--- config.mk ---
export PLATFORM = sky130hd
export DESIGN_NAME = pipeline_regfile_flat
export DESIGN_NICKNAME = d
export VERILOG_FILES = /design/src/rtl/pipeline_regfile_pkg.sv /design/src/rtl/pipeline_regfile_if.sv /design/src/rtl/pipeline_regfile_scoreboard.sv /design/src/rtl/pipeline_regfile.sv /design/src/flat_wrapper.sv
export SDC_FILE = /design/constraint.sdc
export NUM_CORES = 2
export LEC_CHECK = 0
export BUFFER_PORTS_ARGS = -buffer_cell sky130_fd_sc_hd__buf_2
export CAP_MARGIN = 20
export CELL_PAD_IN_SITES_DETAIL_PLACEMENT = 1
export CELL_PAD_IN_SITES_GLOBAL_PLACEMENT = 2
export CORE_MARGIN = 10
export CORE_UTILIZATION = 49
export CTS_BUF_LIST = sky130_fd_sc_hd__clkbuf_4 sky130_fd_sc_hd__clkbuf_8
export CTS_CLUSTER_SIZE = 8
export DETAILED_ROUTE_END_ITERATION = 7
export GPL_TIMING_DRIVEN = 0
export MAX_ROUTING_LAYER = met4
export PLACE_DENSITY = 0.91
export SYNTH_ARGS = -nofsm -noshare
export SYNTH_HDL_FRONTEND = slang
export SYNTH_SLANG_ARGS = --single-unit
--- constraint.sdc ---
create_clock -name clk -period 2.7 [get_ports clk]
set_input_delay 0 -clock clk [delete_from_list [all_inputs] [get_ports clk]]
set_output_delay 0 -clock clk [all_outputs]
set_load 0.05 [all_outputs]
--- src/rtl/pipeline_regfile_pkg.sv ---
// Shared widths and address/data types for the pipeline register file.
// Purely declarative: no logic, no latency, no flow control.
package regfile_pkg;
  localparam int DEF_DATA_WIDTH = 32;
  localparam int DEF_ADDR_WIDTH = 5;

  typedef logic [DEF_ADDR_WIDTH-1:0] reg_addr_t;
  typedef logic [DEF_DATA_WIDTH-1:0] reg_data_t;
endpackage

--- src/rtl/pipeline_regfile_if.sv ---
// Decode/writeback bundle of the register file: two read ports, one write port, issue and flush.
// Master drives addresses and commands; slave returns combinational data and busy flags.
interface pipeline_regfile_if
  import regfile_pkg::*;
#(
  parameter int DATA_WIDTH = DEF_DATA_WIDTH,
  parameter int ADDR_WIDTH = DEF_ADDR_WIDTH
);
  logic [ADDR_WIDTH-1:0] read_addr_a;
  logic [ADDR_WIDTH-1:0] read_addr_b;
  logic [DATA_WIDTH-1:0] data_a;
  logic [DATA_WIDTH-1:0] data_b;
  logic [ADDR_WIDTH-1:0] write_address;
  logic [DATA_WIDTH-1:0] write_data;
  logic                  reg_write;
  logic                  issue_valid;
  logic [ADDR_WIDTH-1:0] issue_address;
  logic                  flush;
  logic                  busy_a;
  logic                  busy_b;

  modport master (
    output read_addr_a, read_addr_b, write_address, write_data, reg_write,
    output issue_valid, issue_address, flush,
    input  data_a, data_b, busy_a, busy_b
  );

  modport slave (
    input  read_addr_a, read_addr_b, write_address, write_data, reg_write,
    input  issue_valid, issue_address, flush,
    output data_a, data_b, busy_a, busy_b
  );
endinterface

--- src/rtl/pipeline_regfile_scoreboard.sv ---
// Pending-write scoreboard: flush > issue > writeback at each edge; busy lookup is combinational.
// Issue/flush take effect after one edge; a bypassed writeback hides busy in its own cycle.
module regfile_scoreboard
  import regfile_pkg::*;
#(
  parameter int ADDR_WIDTH = DEF_ADDR_WIDTH,
  parameter int ZERO_REG   = 1,
  parameter int BYPASS     = 1
)(
  input  logic                  clk,
  input  logic                  rst_n,
  input  logic                  i_flush,
  input  logic                  i_issue_valid,
  input  logic [ADDR_WIDTH-1:0] i_issue_address,
  input  logic                  i_reg_write,
  input  logic [ADDR_WIDTH-1:0] i_write_address,
  input  logic [ADDR_WIDTH-1:0] i_read_addr_a,
  input  logic [ADDR_WIDTH-1:0] i_read_addr_b,
  output logic                  o_busy_a,
  output logic                  o_busy_b
);
  localparam int DEPTH = 2**ADDR_WIDTH;

  logic [DEPTH-1:0] r_pending;
  logic [DEPTH-1:0] w_pending_nxt;
  logic             w_issue_en;

  assign w_issue_en = i_issue_valid && !((ZERO_REG != 0) && (i_issue_address == '0));

  // Issue is applied after writeback so a new producer keeps the register busy.
  always_comb begin
    w_pending_nxt = r_pending;
    if (i_flush) begin
      w_pending_nxt = '0;
    end else begin
      if (i_reg_write) w_pending_nxt[i_write_address] = 1'b0;
      if (w_issue_en)  w_pending_nxt[i_issue_address] = 1'b1;
    end
  end

  always_ff @(posedge clk or negedge rst_n) begin
    if (!rst_n) r_pending <= '0;
    else        r_pending <= w_pending_nxt;
  end

  function automatic logic busy_lookup(input logic [ADDR_WIDTH-1:0] addr);
    logic b;
    b = r_pending[addr];
    if ((ZERO_REG != 0) && (addr == '0)) b = 1'b0;
    if ((BYPASS != 0) && i_reg_write && (i_write_address == addr)) b = 1'b0;
    return b;
  endfunction

  assign o_busy_a = busy_lookup(i_read_addr_a);
  assign o_busy_b = busy_lookup(i_read_addr_b);
endmodule

--- src/rtl/pipeline_regfile.sv ---
// Two-read/one-write register file with same-cycle bypass, optional zero register and RAW scoreboard.
// Writes land on one edge; reads and busy are combinational; no backpressure.
module pipeline_regfile
  import regfile_pkg::*;
#(
  parameter int DATA_WIDTH = DEF_DATA_WIDTH,
  parameter int ADDR_WIDTH = DEF_ADDR_WIDTH,
  parameter int ZERO_REG   = 1,
  parameter int BYPASS     = 1
)(
  input logic                clk,
  input logic                rst_n,
  pipeline_regfile_if.slave  bus
);
  localparam int DEPTH = 2**ADDR_WIDTH;

  logic [DATA_WIDTH-1:0] r_mem [DEPTH];
  logic                  w_wr_en;
  logic                  w_byp_en;
  logic [DATA_WIDTH-1:0] w_data_a;
  logic [DATA_WIDTH-1:0] w_data_b;

  assign w_wr_en  = bus.reg_write && !((ZERO_REG != 0) && (bus.write_address == '0));
  // Forwarding is suppressed during reset so outputs read as zero immediately.
  assign w_byp_en = (BYPASS != 0) && rst_n && bus.reg_write;

  always_ff @(posedge clk or negedge rst_n) begin
    if (!rst_n) begin
      for (int i = 0; i < DEPTH; i++) r_mem[i] <= '0;
    end else if (w_wr_en) begin
      r_mem[bus.write_address] <= bus.write_data;
    end
  end

  always_comb begin
    w_data_a = r_mem[bus.read_addr_a];
    if (w_byp_en && (bus.write_address == bus.read_addr_a)) w_data_a = bus.write_data;
    if ((ZERO_REG != 0) && (bus.read_addr_a == '0))         w_data_a = '0;
  end

  always_comb begin
    w_data_b = r_mem[bus.read_addr_b];
    if (w_byp_en && (bus.write_address == bus.read_addr_b)) w_data_b = bus.write_data;
    if ((ZERO_REG != 0) && (bus.read_addr_b == '0))         w_data_b = '0;
  end

  assign bus.data_a = w_data_a;
  assign bus.data_b = w_data_b;

  regfile_scoreboard #(
    .ADDR_WIDTH (ADDR_WIDTH),
    .ZERO_REG   (ZERO_REG),
    .BYPASS     (BYPASS)
  ) u_scoreboard (
    .clk             (clk),
    .rst_n           (rst_n),
    .i_flush         (bus.flush),
    .i_issue_valid   (bus.issue_valid),
    .i_issue_address (bus.issue_address),
    .i_reg_write     (bus.reg_write),
    .i_write_address (bus.write_address),
    .i_read_addr_a   (bus.read_addr_a),
    .i_read_addr_b   (bus.read_addr_b),
    .o_busy_a        (bus.busy_a),
    .o_busy_b        (bus.busy_b)
  );
endmodule

--- src/flat_wrapper.sv ---
// flat-port wrapper written by rule: the top's interface ports become plain ports
module pipeline_regfile_flat import regfile_pkg::*;
#(
  parameter int DATA_WIDTH = DEF_DATA_WIDTH,
  parameter int ADDR_WIDTH = DEF_ADDR_WIDTH,
  parameter int ZERO_REG   = 1,
  parameter int BYPASS     = 1
)
  (clk, rst_n, bus_read_addr_a, bus_read_addr_b, bus_write_address, bus_write_data, bus_reg_write, bus_issue_valid, bus_issue_address, bus_flush, bus_data_a, bus_data_b, bus_busy_a, bus_busy_b);
  pipeline_regfile_if #(.DATA_WIDTH(DATA_WIDTH), .ADDR_WIDTH(ADDR_WIDTH)) bus_i ();
  input logic clk;
  input logic rst_n;
  input wire logic [$bits(bus_i.read_addr_a)-1:0] bus_read_addr_a;
  input wire logic [$bits(bus_i.read_addr_b)-1:0] bus_read_addr_b;
  input wire logic [$bits(bus_i.write_address)-1:0] bus_write_address;
  input wire logic [$bits(bus_i.write_data)-1:0] bus_write_data;
  input wire logic [$bits(bus_i.reg_write)-1:0] bus_reg_write;
  input wire logic [$bits(bus_i.issue_valid)-1:0] bus_issue_valid;
  input wire logic [$bits(bus_i.issue_address)-1:0] bus_issue_address;
  input wire logic [$bits(bus_i.flush)-1:0] bus_flush;
  output wire logic [$bits(bus_i.data_a)-1:0] bus_data_a;
  output wire logic [$bits(bus_i.data_b)-1:0] bus_data_b;
  output wire logic [$bits(bus_i.busy_a)-1:0] bus_busy_a;
  output wire logic [$bits(bus_i.busy_b)-1:0] bus_busy_b;
  assign bus_i.read_addr_a = bus_read_addr_a;
  assign bus_i.read_addr_b = bus_read_addr_b;
  assign bus_i.write_address = bus_write_address;
  assign bus_i.write_data = bus_write_data;
  assign bus_i.reg_write = bus_reg_write;
  assign bus_i.issue_valid = bus_issue_valid;
  assign bus_i.issue_address = bus_issue_address;
  assign bus_i.flush = bus_flush;
  assign bus_data_a = bus_i.data_a;
  assign bus_data_b = bus_i.data_b;
  assign bus_busy_a = bus_i.busy_a;
  assign bus_busy_b = bus_i.busy_b;
  pipeline_regfile #(.DATA_WIDTH(DATA_WIDTH), .ADDR_WIDTH(ADDR_WIDTH), .ZERO_REG(ZERO_REG), .BYPASS(BYPASS)) u_core (.clk(clk), .rst_n(rst_n), .bus(bus_i));
endmodule
==> flow_summary.toml <==
[setup_path]
cp_max_fo = 2
end_kind = "output port"
reg2reg_depth = 3
timing.rr.start = "u_core.u_scoreboard.r_pending[26]"
reg2reg_setup_slack_ns = 1.27
cp.arrival_ns = 3.24
cp-startpoint = "u_core.r_mem[651]"
cp.required_ns = 2.70
critPathKind = "reg2out"
startpoint_type = "flip-flop"
r2r-end = "u_core.u_scoreboard.r_pending[26]"

[placement]
dp_slack_ns = -2.60
routabilityCongestion = 0.993
dpl.hpwl_mm = 169
io_buffers = 111

[synthesis]
synth_nets = 3793
seq_area_frac_synth_pct = 46.7
synth.cell_area_um2 = 56600
synth_seq_cells = 1056
ys_async_sr_fraction_pct = 100
synth_top_area_cell = "dfrtp_1"
ys.warnings.count = 0
ys_top_cells_by_area = "dfrtp_1, mux4_2, mux2_2, mux2i_1, a22oi_1"
synthCells = 3736
postSynthAreaPerCell_um2 = 15.1
synth_top_area_share_pct = 46.7
synth_edf_count = 0
synth_ff_type = "dfrtp_1"
synth_cell_types = 45

[layout]
drive_above_1_share_pct = 52.0
final_common_cell = "dfrtp_1"
nNetsFinal = 4294
final_core_utilization_pct = 58.6
final_cell_mix = "dfrtp_1, mux2_2, mux4_2"
area_growth_syn_to_layout_pct = 18.7

[worst_hold_path]
hp-start = "bus_write_data[10]"
hold_path_depth = 3
hold_end = "u_core.r_mem[10]"
worstHoldPathType = "in2reg"

[clock_network]
cts_root_buffer = "clkbuf_8"
cts_tree = "yes"
clk_latency_ns = 0.93
clockBufferDepth = 3
cts.reportedPaths.clkPinSlew_ns = 0.06
cts.sinks = 1056
htreeDepth = 4
cts_buffers = 180

[drt]
wl_met1_mm = 87.6
vias = 44475
antenna_left = 0
dr_wl_met2_mm = 109
drc = 0
drtIter0Drc = 7046
dr_wl_met3_mm = 39.1
routed.top_layer = "met4"
wl_per_cell_um = 44.0
firstDrtPassIters = 7
wl_mm = 259
vias_per_cell = 7.54

[sta]
setup_slack_ns = -0.541
max_freq_mhz = 309
slew_headroom_pct = 9.36
fin_crit_ns = 3.24
fin_crit_sh_pct = 120
hold_violations = 0
rsz0062_at_grt = "yes"
worstMarginPinSlew_ns = 1.36
fin_worst_skew_ns = 0
finalSetupViolCount = 165
setup_tns_ns = -24.97
slew_violations = 0

[die]
core-area_um2 = 115000
die_w_um = 360
dieArea_um2 = 129000
initial_core_util_pct = 49.4
rows = 124
die_h_um = 360
pin_count = 123

[grt]
grt_pass1_vias = 45686
antenna_found_initial = 14
grt_max_degree = 167
gr-total-overflow = 0
grt_pass1_wl_mm = 354
grt_usage_pct = 39.7

[power]
power.leakage_nw = 29.2
power_density_nw_per_um2 = 742
peakVddDrop_mv = 0.408
p_total_mw = 49.8

[status]
violations = "negative setup slack"
outcome = "finished, violations left"

[flow_run]
timing.max_cap.violations = 0
-- through the flow --
| stage | std cells | hold WS (ns) | cell area, µm² |
|---|---|---|---|
| 2_1_floorplan | 3736 | -0.296 | 56600 |
| 3_3_place_gp | 5359 | 0.264 | 59000 |
| 3_5_place_dp | 5429 | 0.197 | 60200 |
| 4_1_cts | 5868 | 0.00180 | 66600 |
| 5_1_grt | 5894 | 0.0548 | 67100 |
| 6_report | 5902 | 0.0321 | 67100 |
-- sequential cells by signal (all words and copies together) (netlist names) --
signal,cells
u_core.r_mem,1024
u_core.u_scoreboard.r_pending,32
-- how the worst max path moves through the flow --
| stage | endpoint | slack, ns |
|---|---|---|
| after floorplan | bus_busy_b | 0.39 |
| after global placement | bus_data_a[14] | -27.47 |
| after detailed placement | bus_data_a[14] | -2.60 |
| after CTS | bus_data_a[11] | -0.44 |
| after global routing | bus_data_a[11] | -0.46 |
| final | bus_data_a[11] | -0.54 |
-- synthesized netlist by cell type, drive strengths merged, types with 2 or more instances --
cell type,n
and3b,4
o311ai,2
or2,2
a221o,16
o221ai,15
a21oi,32
a211o,32
and2,3
a221oi,14
a31oi,6
o21ai,23
nand3b,4
mux2i,137
nor3b,10
a211oi,33
inv,2
dfrtp,1056
and3,5
nor3,6
or3,5
xor2,5
nand2,66
o221a,11
nand3,18
nor2b,52
mux2,992
clkbuf,266
nand4,2
o32a,5
xnor2,5
a22oi,156
mux4,521
buf,166
nor2,59
-- power breakdown --
group	switching, mW	internal, mW
Sequential	2.53	18.8
Combinational	6.09	6.50
Clock	7.24	8.66
-- kinds of logic (layout without fill, tap and decap cells) --
logic type	after synthesis	after routing	synth area share, %
flip-flops	1056	1056	46.7
other	0	25	0
AO/OA/AOI/OAI	347	347	4.66
buffers and inverters	434	1063	3.45
XOR/XNOR	10	10	0.155
AND/OR/NAND/NOR	239	239	2.09
multiplexers	1650	1650	42.9
-- per-layer routing --
metal,global-route usage [%],vias up
met3,18.3,1417
met1,45.4,23187
met4,29.7,0
met2,54.3,4288
li1,-,15583
met5,-,-
-- repair_timing --
action / in CTS / in global routing
setup endpoints to repair: 66 / 88
pin swaps: 45 / 12
setup buffers: 28 / 7
resized for setup: 345 / 93
gates cloned: 7 / 0
hold buffers: 95 / 0
endpoints found under the hold margin: 1707 / 0
-- area by class of cell --
class                   instances  area (µm²)
diodes                         25        62.6
plain buffers                 431        2300
clock buffers                 288        3590
clock inverters                22         221
fillers                     10660       47400
inverters                       2        11.3
multi-input cells            2246       28800
flip-flops and latches       1056       26400
well taps                    1512        1890
repair buffers                320        3800
-- worst max-delay path: stages, from the launching register on --
cell     delay (ns)
dfrtp_1        0.39
mux4_2         0.55
mux4_2         0.60
nor2b_1        0.19
a221o_1        0.39
buf_6          0.20
(Power assumes the default switching activity.)
